## src/rtl/seq_mul_pkg.sv

```systemverilog
// Shared types for the sequential shift-add multiplier.
// Holds the controller state encoding and the default operand width.
package seq_mul_pkg;

    localparam int unsigned DEF_WIDTH = 16;

    typedef enum logic [1:0] {
        IDLE,
        CALC,
        DONE
    } state_e;

endpackage

```

## src/rtl/seq_multiplier_param_if.sv

```systemverilog
// Request/result bundle of the sequential multiplier.
// The master issues operands with start_bit; the slave returns product/ready_bit/busy.
interface seq_multiplier_param_if
    import seq_mul_pkg::*;
#(
    parameter int WIDTH = DEF_WIDTH
);
    logic                   start_bit;
    logic                   is_signed;
    logic [WIDTH-1:0]       multiplicand;
    logic [WIDTH-1:0]       multiplier;
    logic [2*WIDTH-1:0]     product;
    logic                   ready_bit;
    logic                   busy;

    modport master (
        output start_bit,
        output is_signed,
        output multiplicand,
        output multiplier,
        input  product,
        input  ready_bit,
        input  busy
    );

    modport slave (
        input  start_bit,
        input  is_signed,
        input  multiplicand,
        input  multiplier,
        output product,
        output ready_bit,
        output busy
    );
endinterface

```

## src/rtl/seq_mul_ctrl.sv

```systemverilog
// Control FSM and bit counter of the sequential multiplier.
// Emits load/step strobes, flags the MSB step and the final step.
module seq_mul_ctrl
    import seq_mul_pkg::*;
#(
    parameter int WIDTH = DEF_WIDTH,
    parameter int CNT_W = $clog2(WIDTH + 1)
) (
    input  logic clk,
    input  logic rst,
    input  logic start_i,
    input  logic skip_i,
    output logic load_o,
    output logic step_o,
    output logic last_o,
    output logic done_o,
    output logic busy_o,
    output logic ready_o
);
    localparam logic [CNT_W-1:0] LAST = CNT_W'(WIDTH - 1);

    state_e           state_q, state_d;
    logic [CNT_W-1:0] cnt_q, cnt_d;

    always_ff @(posedge clk or negedge rst) begin
        if (!rst) begin
            state_q <= IDLE;
        end else begin
            state_q <= state_d;
        end
    end

    always_comb begin
        state_d = state_q;
        unique case (state_q)
            IDLE, DONE: if (load_o) state_d = CALC;
            CALC:       if (done_o) state_d = DONE;
            default:    state_d = IDLE;
        endcase
    end

    // start_bit only counts outside CALC; a running operation is never disturbed
    always_comb begin
        load_o  = start_i && (state_q != CALC);
        step_o  = (state_q == CALC);
        busy_o  = (state_q == CALC);
        ready_o = (state_q == DONE);
        last_o  = step_o && (cnt_q == LAST);
        done_o  = last_o || (step_o && skip_i && (cnt_q == '0));
    end

    always_comb begin
        cnt_d = cnt_q;
        if (load_o) begin
            cnt_d = '0;
        end else if (step_o) begin
            cnt_d = cnt_q + CNT_W'(1);
        end
    end

    always_ff @(posedge clk or negedge rst) begin
        if (!rst) begin
            cnt_q <= '0;
        end else begin
            cnt_q <= cnt_d;
        end
    end
endmodule

```

## src/rtl/seq_multiplier_param.sv

```systemverilog
// Parametrised signed/unsigned shift-add multiplier, one multiplier bit per cycle.
// Optional SEQ_MUL_ZERO_SKIP_EN finishes zero-operand requests in one cycle.
module seq_multiplier_param
    import seq_mul_pkg::*;
#(
    parameter int WIDTH = DEF_WIDTH
) (
    input  logic                   clk,
    input  logic                   rst,
    seq_multiplier_param_if.slave  bus
);
    localparam int CNT_W = $clog2(WIDTH + 1);

    logic load, step, last, done, skip;
    logic busy, ready;

    logic [WIDTH-1:0]   a_q, a_d;
    logic [WIDTH-1:0]   b_q, b_d;
    logic               sgn_q, sgn_d;
    logic [2*WIDTH:0]   acc_q, acc_d;
    logic [2*WIDTH-1:0] prod_q, prod_d;

    logic [WIDTH+1:0]   hi, addend, sum;
    logic [2*WIDTH:0]   acc_step;

    seq_mul_ctrl #(
        .WIDTH (WIDTH),
        .CNT_W (CNT_W)
    ) u_ctrl (
        .clk     (clk),
        .rst     (rst),
        .start_i (bus.start_bit),
        .skip_i  (skip),
        .load_o  (load),
        .step_o  (step),
        .last_o  (last),
        .done_o  (done),
        .busy_o  (busy),
        .ready_o (ready)
    );

`ifdef SEQ_MUL_ZERO_SKIP_EN
    assign skip = (a_q == '0) || (b_q == '0);
`else
    assign skip = 1'b0;
`endif

    // Upper half is widened by one bit so the add/sub never overflows
    always_comb begin
        hi     = {acc_q[2*WIDTH], acc_q[2*WIDTH:WIDTH]};
        addend = {{2{sgn_q & a_q[WIDTH-1]}}, a_q};
        sum    = hi;
        if (b_q[0]) begin
            sum = (sgn_q && last) ? hi - addend : hi + addend;
        end
        acc_step = {sum, acc_q[WIDTH-1:1]};
    end

    always_comb begin
        a_d    = a_q;
        b_d    = b_q;
        sgn_d  = sgn_q;
        acc_d  = acc_q;
        prod_d = prod_q;
        if (load) begin
            a_d   = bus.multiplicand;
            b_d   = bus.multiplier;
            sgn_d = bus.is_signed;
            acc_d = '0;
        end else if (step) begin
            acc_d = acc_step;
            b_d   = b_q >> 1;
            if (done) begin
                prod_d = acc_step[2*WIDTH-1:0];
            end
        end
    end

    always_ff @(posedge clk or negedge rst) begin
        if (!rst) begin
            a_q    <= '0;
            b_q    <= '0;
            sgn_q  <= 1'b0;
            acc_q  <= '0;
            prod_q <= '0;
        end else begin
            a_q    <= a_d;
            b_q    <= b_d;
            sgn_q  <= sgn_d;
            acc_q  <= acc_d;
            prod_q <= prod_d;
        end
    end

    assign bus.product   = prod_q;
    assign bus.ready_bit = ready;
    assign bus.busy      = busy;
endmodule

```

## src/flat_wrapper.sv

```systemverilog
// flat-port wrapper written by rule: the top's interface ports become plain ports
module seq_multiplier_param_flat import seq_mul_pkg::*;
#(
    parameter int WIDTH = DEF_WIDTH
)
  (clk, rst, bus_start_bit, bus_is_signed, bus_multiplicand, bus_multiplier, bus_product, bus_ready_bit, bus_busy);
  seq_multiplier_param_if #(.WIDTH(WIDTH)) bus_i ();
  input  logic clk;
  input  logic rst;
  input wire logic [$bits(bus_i.start_bit)-1:0] bus_start_bit;
  input wire logic [$bits(bus_i.is_signed)-1:0] bus_is_signed;
  input wire logic [$bits(bus_i.multiplicand)-1:0] bus_multiplicand;
  input wire logic [$bits(bus_i.multiplier)-1:0] bus_multiplier;
  output wire logic [$bits(bus_i.product)-1:0] bus_product;
  output wire logic [$bits(bus_i.ready_bit)-1:0] bus_ready_bit;
  output wire logic [$bits(bus_i.busy)-1:0] bus_busy;
  assign bus_i.start_bit = bus_start_bit;
  assign bus_i.is_signed = bus_is_signed;
  assign bus_i.multiplicand = bus_multiplicand;
  assign bus_i.multiplier = bus_multiplier;
  assign bus_product = bus_i.product;
  assign bus_ready_bit = bus_i.ready_bit;
  assign bus_busy = bus_i.busy;
  seq_multiplier_param #(.WIDTH(WIDTH)) u_core (.clk(clk), .rst(rst), .bus(bus_i));
endmodule
```

## config.mk

```make
export PLATFORM = sky130hd
export DESIGN_NAME = seq_multiplier_param_flat
export DESIGN_NICKNAME = d
export VERILOG_FILES = /design/src/rtl/seq_mul_pkg.sv /design/src/rtl/seq_multiplier_param_if.sv /design/src/rtl/seq_mul_ctrl.sv /design/src/rtl/seq_multiplier_param.sv /design/src/flat_wrapper.sv
export SDC_FILE = /design/constraint.sdc
export NUM_CORES = 1
export LEC_CHECK = 0
export BUFFER_PORTS_ARGS = -buffer_cell sky130_fd_sc_hd__buf_2
export CORE_ASPECT_RATIO = 0.9
export CORE_MARGIN = 2
export CORE_UTILIZATION = 40
export DETAILED_ROUTE_END_ITERATION = 16
export HOLD_SLACK_MARGIN = 0.1
export PLACE_DENSITY_LB_ADDON = 0.12
export SLEW_MARGIN = 20
export SYNTH_ARGS = -nofsm -noshare
export SYNTH_HDL_FRONTEND = slang
export SYNTH_SLANG_ARGS = --single-unit
```

## constraint.sdc

```tcl
create_clock -name clk -period 5.2 [get_ports clk]
set_input_delay 0 -clock clk [delete_from_list [all_inputs] [get_ports clk]]
set_output_delay 0 -clock clk [all_outputs]
set_load 0.005 [all_outputs]
```

==> impl_results.html <==
<table>
<tr><th>Metric</th><th>Value</th></tr>
<tr><th colspan="2">Route</th></tr>
<tr><td>Met3 WL</td><td>roughly 540 um</td></tr>
<tr><td>Residual antenna-violating net count after detailed routing</td><td>0</td></tr>
<tr><td>Iteration count of the initial detailed-routing pass</td><td>5</td></tr>
<tr><td>Count of routing violations after the opening detailed-route iteration</td><td>200</td></tr>
<tr><td>Topmost layer with routed signal wires</td><td>met4</td></tr>
<tr><td>Post-route DRC violation count</td><td>0</td></tr>
<tr><td>Met1 wire length</td><td>between 6000 and 7000 um</td></tr>
<tr><td>Count of vias placed by the detailed router</td><td>around 4,300</td></tr>
<tr><td>Wire length reported by the detailed router</td><td>between 10,000 and 15,000 um</td></tr>
<tr><td>Mean number of vias per cell</td><td>5.23</td></tr>
<tr><td>Wire length per cell after detailed routing</td><td>roughly 15 um</td></tr>
<tr><td>Length of routed met2 wiring</td><td>between 5000 and 6000 um</td></tr>
<tr><th colspan="2">Clock network</th></tr>
<tr><td>Depth of the CTS H-tree</td><td>3</td></tr>
<tr><td>Sink count of the clock tree</td><td>~100</td></tr>
<tr><td>CTS tree</td><td>yes</td></tr>
<tr><td>Clock latency at the later pin of the worst-skew pair</td><td>roughly 0.35 ns</td></tr>
<tr><td>Count of hold buffers inserted by post-cts repair</td><td>34</td></tr>
<tr><td>Post-cts gate resize count</td><td>0</td></tr>
<tr><td>Buffer count from post-CTS setup fixing</td><td>0</td></tr>
<tr><td>Clk buf depth</td><td>2</td></tr>
<tr><td>Clk slew on worst S/H paths</td><td>around 0.070 ns</td></tr>
<tr><td>Clock tree root driver cell</td><td>sky130_fd_sc_hd__clkbuf_16</td></tr>
<tr><td>TritonCTS buffer count</td><td>9</td></tr>
<tr><th colspan="2">Floorplan</th></tr>
<tr><td>Die outline height</td><td>~120 um</td></tr>
<tr><td>Number of rows created at floorplan</td><td>40</td></tr>
<tr><td>Total core area</td><td>roughly 13,000 um^2</td></tr>
<tr><td>Initial cell density of the core</td><td>between 40% and 50%</td></tr>
<tr><td>Top Ports</td><td>70</td></tr>
<tr><td>Die footprint</td><td>14,700 um^2</td></tr>
<tr><td>Overall die width</td><td>~130 um</td></tr>
<tr><th colspan="2">Synthesis</th></tr>
<tr><td>Count of unique library cells instantiated by Yosys</td><td>52</td></tr>
<tr><td>Part of the Yosys area used for sequential elements</td><td>between 40% and 50%</td></tr>
<tr><td>Flops &amp; latches, synth</td><td>104</td></tr>
<tr><td>Number of standard cells after synthesis</td><td>around 560</td></tr>
<tr><td>Largest area contributor in the synthesized netlist</td><td>sky130_fd_sc_hd__dfrtp_1</td></tr>
<tr><td>Number of warnings issued by yosys</td><td>0</td></tr>
<tr><td>Net count after synthesis</td><td>between 600 and 700</td></tr>
<tr><td>Most used flip-flop cell after synthesis</td><td>sky130_fd_sc_hd__dfrtp_1</td></tr>
<tr><td>Number of flops mapped to enable cells by yosys</td><td>0</td></tr>
<tr><td>Share of synthesized registers carrying an async set or reset</td><td>100%</td></tr>
<tr><td>Synthesized area per cell</td><td>9.82 um^2</td></tr>
<tr><td>Area share of the largest cell type after synthesis</td><td>47.4%</td></tr>
<tr><td>Synth top area cells</td><td>sky130_fd_sc_hd__dfrtp_1, sky130_fd_sc_hd__mux2_2, sky130_fd_sc_hd__nand2_1</td></tr>
<tr><td>Mapped cell area</td><td>5490 um^2</td></tr>
<tr><th colspan="2">GRT</th></tr>
<tr><td>Gr usage total</td><td>~18%</td></tr>
<tr><td>Largest net degree at the start of global routing</td><td>66</td></tr>
<tr><td>Wire length of the first global-routing pass</td><td>between 20,000 and 25,000 um</td></tr>
<tr><td>Number of antenna violations at the first check in global routing</td><td>0</td></tr>
<tr><td>Remaining Overflow, GRT</td><td>0</td></tr>
<tr><td>Vias in the first global route</td><td>4,087</td></tr>
<tr><th colspan="2">Timing</th></tr>
<tr><td>Worst slew pin tran</td><td>about 0.82 ns</td></tr>
<tr><td>Fin Clk Skew</td><td>approximately 0.0055 ns</td></tr>
<tr><td>Total setup violations reported at the end of the flow</td><td>0</td></tr>
<tr><td>Number of hold violations in the final report</td><td>0</td></tr>
<tr><td>Final critical-path share of the clock period</td><td>72.1%</td></tr>
<tr><td>Tmin final</td><td>3.75 ns</td></tr>
<tr><td>Fmax</td><td>about 0.27 GHz</td></tr>
<tr><td>Aggregate negative setup slack</td><td>0 ns</td></tr>
<tr><td>Max_slew headroom</td><td>a little under half</td></tr>
<tr><td>Pins over their slew limit</td><td>0</td></tr>
<tr><td>RSZ-0062 raised after global routing</td><td>false</td></tr>
<tr><th colspan="2">Final layout</th></tr>
<tr><td>Fraction of layout instances using a drive strength above 1</td><td>between 10% and 20%</td></tr>
<tr><td>Filler cell count</td><td>between 1,000 and 1,500</td></tr>
<tr><td>Antenna diodes</td><td>0</td></tr>
<tr><td>Most used cells in the layout excluding fill and tap cells</td><td>sky130_fd_sc_hd__dfrtp_1, sky130_fd_sc_hd__nand2_1, sky130_fd_sc_hd__buf_2</td></tr>
<tr><td>Most common library cell in the layout ignoring fill and taps</td><td>sky130_fd_sc_hd__dfrtp_1</td></tr>
<tr><td>Number of nets in the final layout</td><td>about 710</td></tr>
<tr><td>Layout overhead on the synthesized area</td><td>21.0%</td></tr>
<tr><th colspan="2">Critical path</th></tr>
<tr><td>Critical Path AT</td><td>3.97 ns</td></tr>
<tr><td>Critical path buffer and inverter count</td><td>0</td></tr>
<tr><td>Critical path class</td><td>reg -&gt; reg</td></tr>
<tr><td>Data required time at the worst endpoint</td><td>around 5.4 ns</td></tr>
<tr><td>Peak fanout along the critical path</td><td>8</td></tr>
<tr><td>Critical-path cell with the highest stage delay</td><td>sky130_fd_sc_hd__a2111oi_2</td></tr>
<tr><td>Kind of end point of the critical path</td><td>flip-flop</td></tr>
<tr><td>Crit path cell chain</td><td>ha_1, and3_1, ha_1, nand3_1, nand2_1, o21ai_0, fa_1, and2b_1, o2111ai_1, a2111oi_2, o2111ai_1, a21o_1, a31oi_1, o21ai_1</td></tr>
<tr><td>Startpoint Class</td><td>flip-flop</td></tr>
<tr><td>Delay of the slowest critical-path stage</td><td>0.50 ns</td></tr>
<tr><td>CP top delay family</td><td>compound AO/OA/AOI/OAI gates</td></tr>
<tr><th colspan="2">Power</th></tr>
<tr><td>Reported leakage power</td><td>about 3.1 nW</td></tr>
<tr><td>Worst IR drop on VDD</td><td>approximately 0.00029 V</td></tr>
<tr><td>Final Total Pwr</td><td>around 4.2 mW</td></tr>
<tr><td>Pwr dens</td><td>approximately 640 nW/um^2</td></tr>
<tr><th colspan="2">Placement</th></tr>
<tr><td>Total of buffers placed on input and output ports</td><td>~70</td></tr>
<tr><td>Final HPWL from detailed placement</td><td>between 8000 and 9000 um</td></tr>
<tr><td>Gp weighted congestion</td><td>0.837</td></tr>
<tr><th colspan="2">Flow run</th></tr>
<tr><td>Max-cap violations</td><td>0</td></tr>
<tr><th colspan="2">Worst hold path</th></tr>
<tr><td>Min-Delay Path Class</td><td>in -&gt; async</td></tr>
<tr><th colspan="2">Outcome</th></tr>
<tr><td>Run status</td><td>finished clean</td></tr>
</table>
[where the power goes]
group / total [mW] / internal [mW] / switching [mW]
logic: 2.09 / 0.909 / 1.18
registers: 1.42 / 1.14 / 0.276
clock network: 0.730 / 0.435 / 0.295
[routing by layer]
metal / up-vias / track usage [%]
li1: 2166 / -
met1: 2031 / 26.0
met2: 93 / 25.7
met3: 14 / 3.91
met4: 0 / 5.93
met5: - / 0
[area by class of cell]
class | instances | area (um^2) | area share (%)
clock inverters | 5 | 78.8 | 1.19
multi-input cells | 413 | 2730 | 41.1
flip-flops and latches | 104 | 2600 | 39.2
clock buffers | 11 | 243 | 3.65
well taps | 168 | 210 | 3.17
inverters | 14 | 52.6 | 0.791
repair buffers | 108 | 726 | 10.9
[cells in the mapped netlist (all sizes together), types with 7 or more instances]
library cell and number:
a21o 7, nor2b 7, clkbuf 22, mux2i 23, o21ai 59, xor2 8
mux2 34, dfrtp 104, nand3 42, ha 20, a21oi 26, inv 13
xnor2 16, nor2 21, nand2 83
[path summary, 6_finish.rpt]
| check | cells after the start | startpoint | end | slack (ns) |
|---|---|---|---|---|
| worst max-delay path | 14 | u_core.u_ctrl.cnt_q[0]$_DFFE_PN0P_ | u_core.acc_q[29]$_DFFE_PN0P_ | 1.45 |
| max in group asynchronous | 3 | rst | u_core.bus.product[22]$_DFFE_PN0P_ | 3.82 |
| worst min-delay path | 2 | rst | u_core.bus.product[10]$_DFFE_PN0P_ | 0.16 |
| min in group clk | 3 | bus_start_bit | u_core.b_q[15]$_DFFE_PN0P_ | 0.26 |
| worst max register to register | 14 | u_core.u_ctrl.cnt_q[0]$_DFFE_PN0P_ | u_core.acc_q[29]$_DFFE_PN0P_ | 1.45 |
| worst min register to register | 2 | u_core.bus.product[18]$_DFFE_PN0P_ | u_core.bus.product[18]$_DFFE_PN0P_ | 0.47 |
[kinds of logic after synthesis]
group | Yosys count | share of synthesized area (%)
buffers and inverters | 42 | 2.92
multiplexers | 57 | 11.2
AO/OA/AOI/OAI | 126 | 14.0
flip-flops | 104 | 47.4
adder cells (fa/ha/maj) | 21 | 4.92
AND/OR/NAND/NOR | 185 | 15.8
XOR/XNOR | 24 | 3.83
[per-stage QoR]
stage	hold WS [ns]	std cells	util, %	setup slack [ns]	cell area (um^2)
after global placement	0.00464	773	44.7	1.58	5980
after floorplan	-0.296	559	-	1.89	5490
final	0.160	823	49.7	1.45	6640
after detailed placement	0.0102	773	44.7	1.43	5980
after CTS	0.170	823	49.7	1.41	6640
after global routing	0.224	823	49.7	1.09	6640
[state kept, by name, summed over array words and instances, names as in the netlist]
signal and count:
u_core.sgn_q 1, u_core.u_ctrl.cnt_q 5, u_core.u_ctrl.state_q 2, u_core.bus.product 32, u_core.acc_q 32, u_core.a_q 16, u_core.b_q 16
[worst register-to-register path, delay by kind of cell (launching register included)]
kind | cells | cell delay [ns]
simple gates | 4 | 0.81
compound gates | 7 | 1.49
flops | 1 | 0.41
fa+ha+maj | 3 | 0.89
Note: power is estimated with default switching activity, not from simulation.
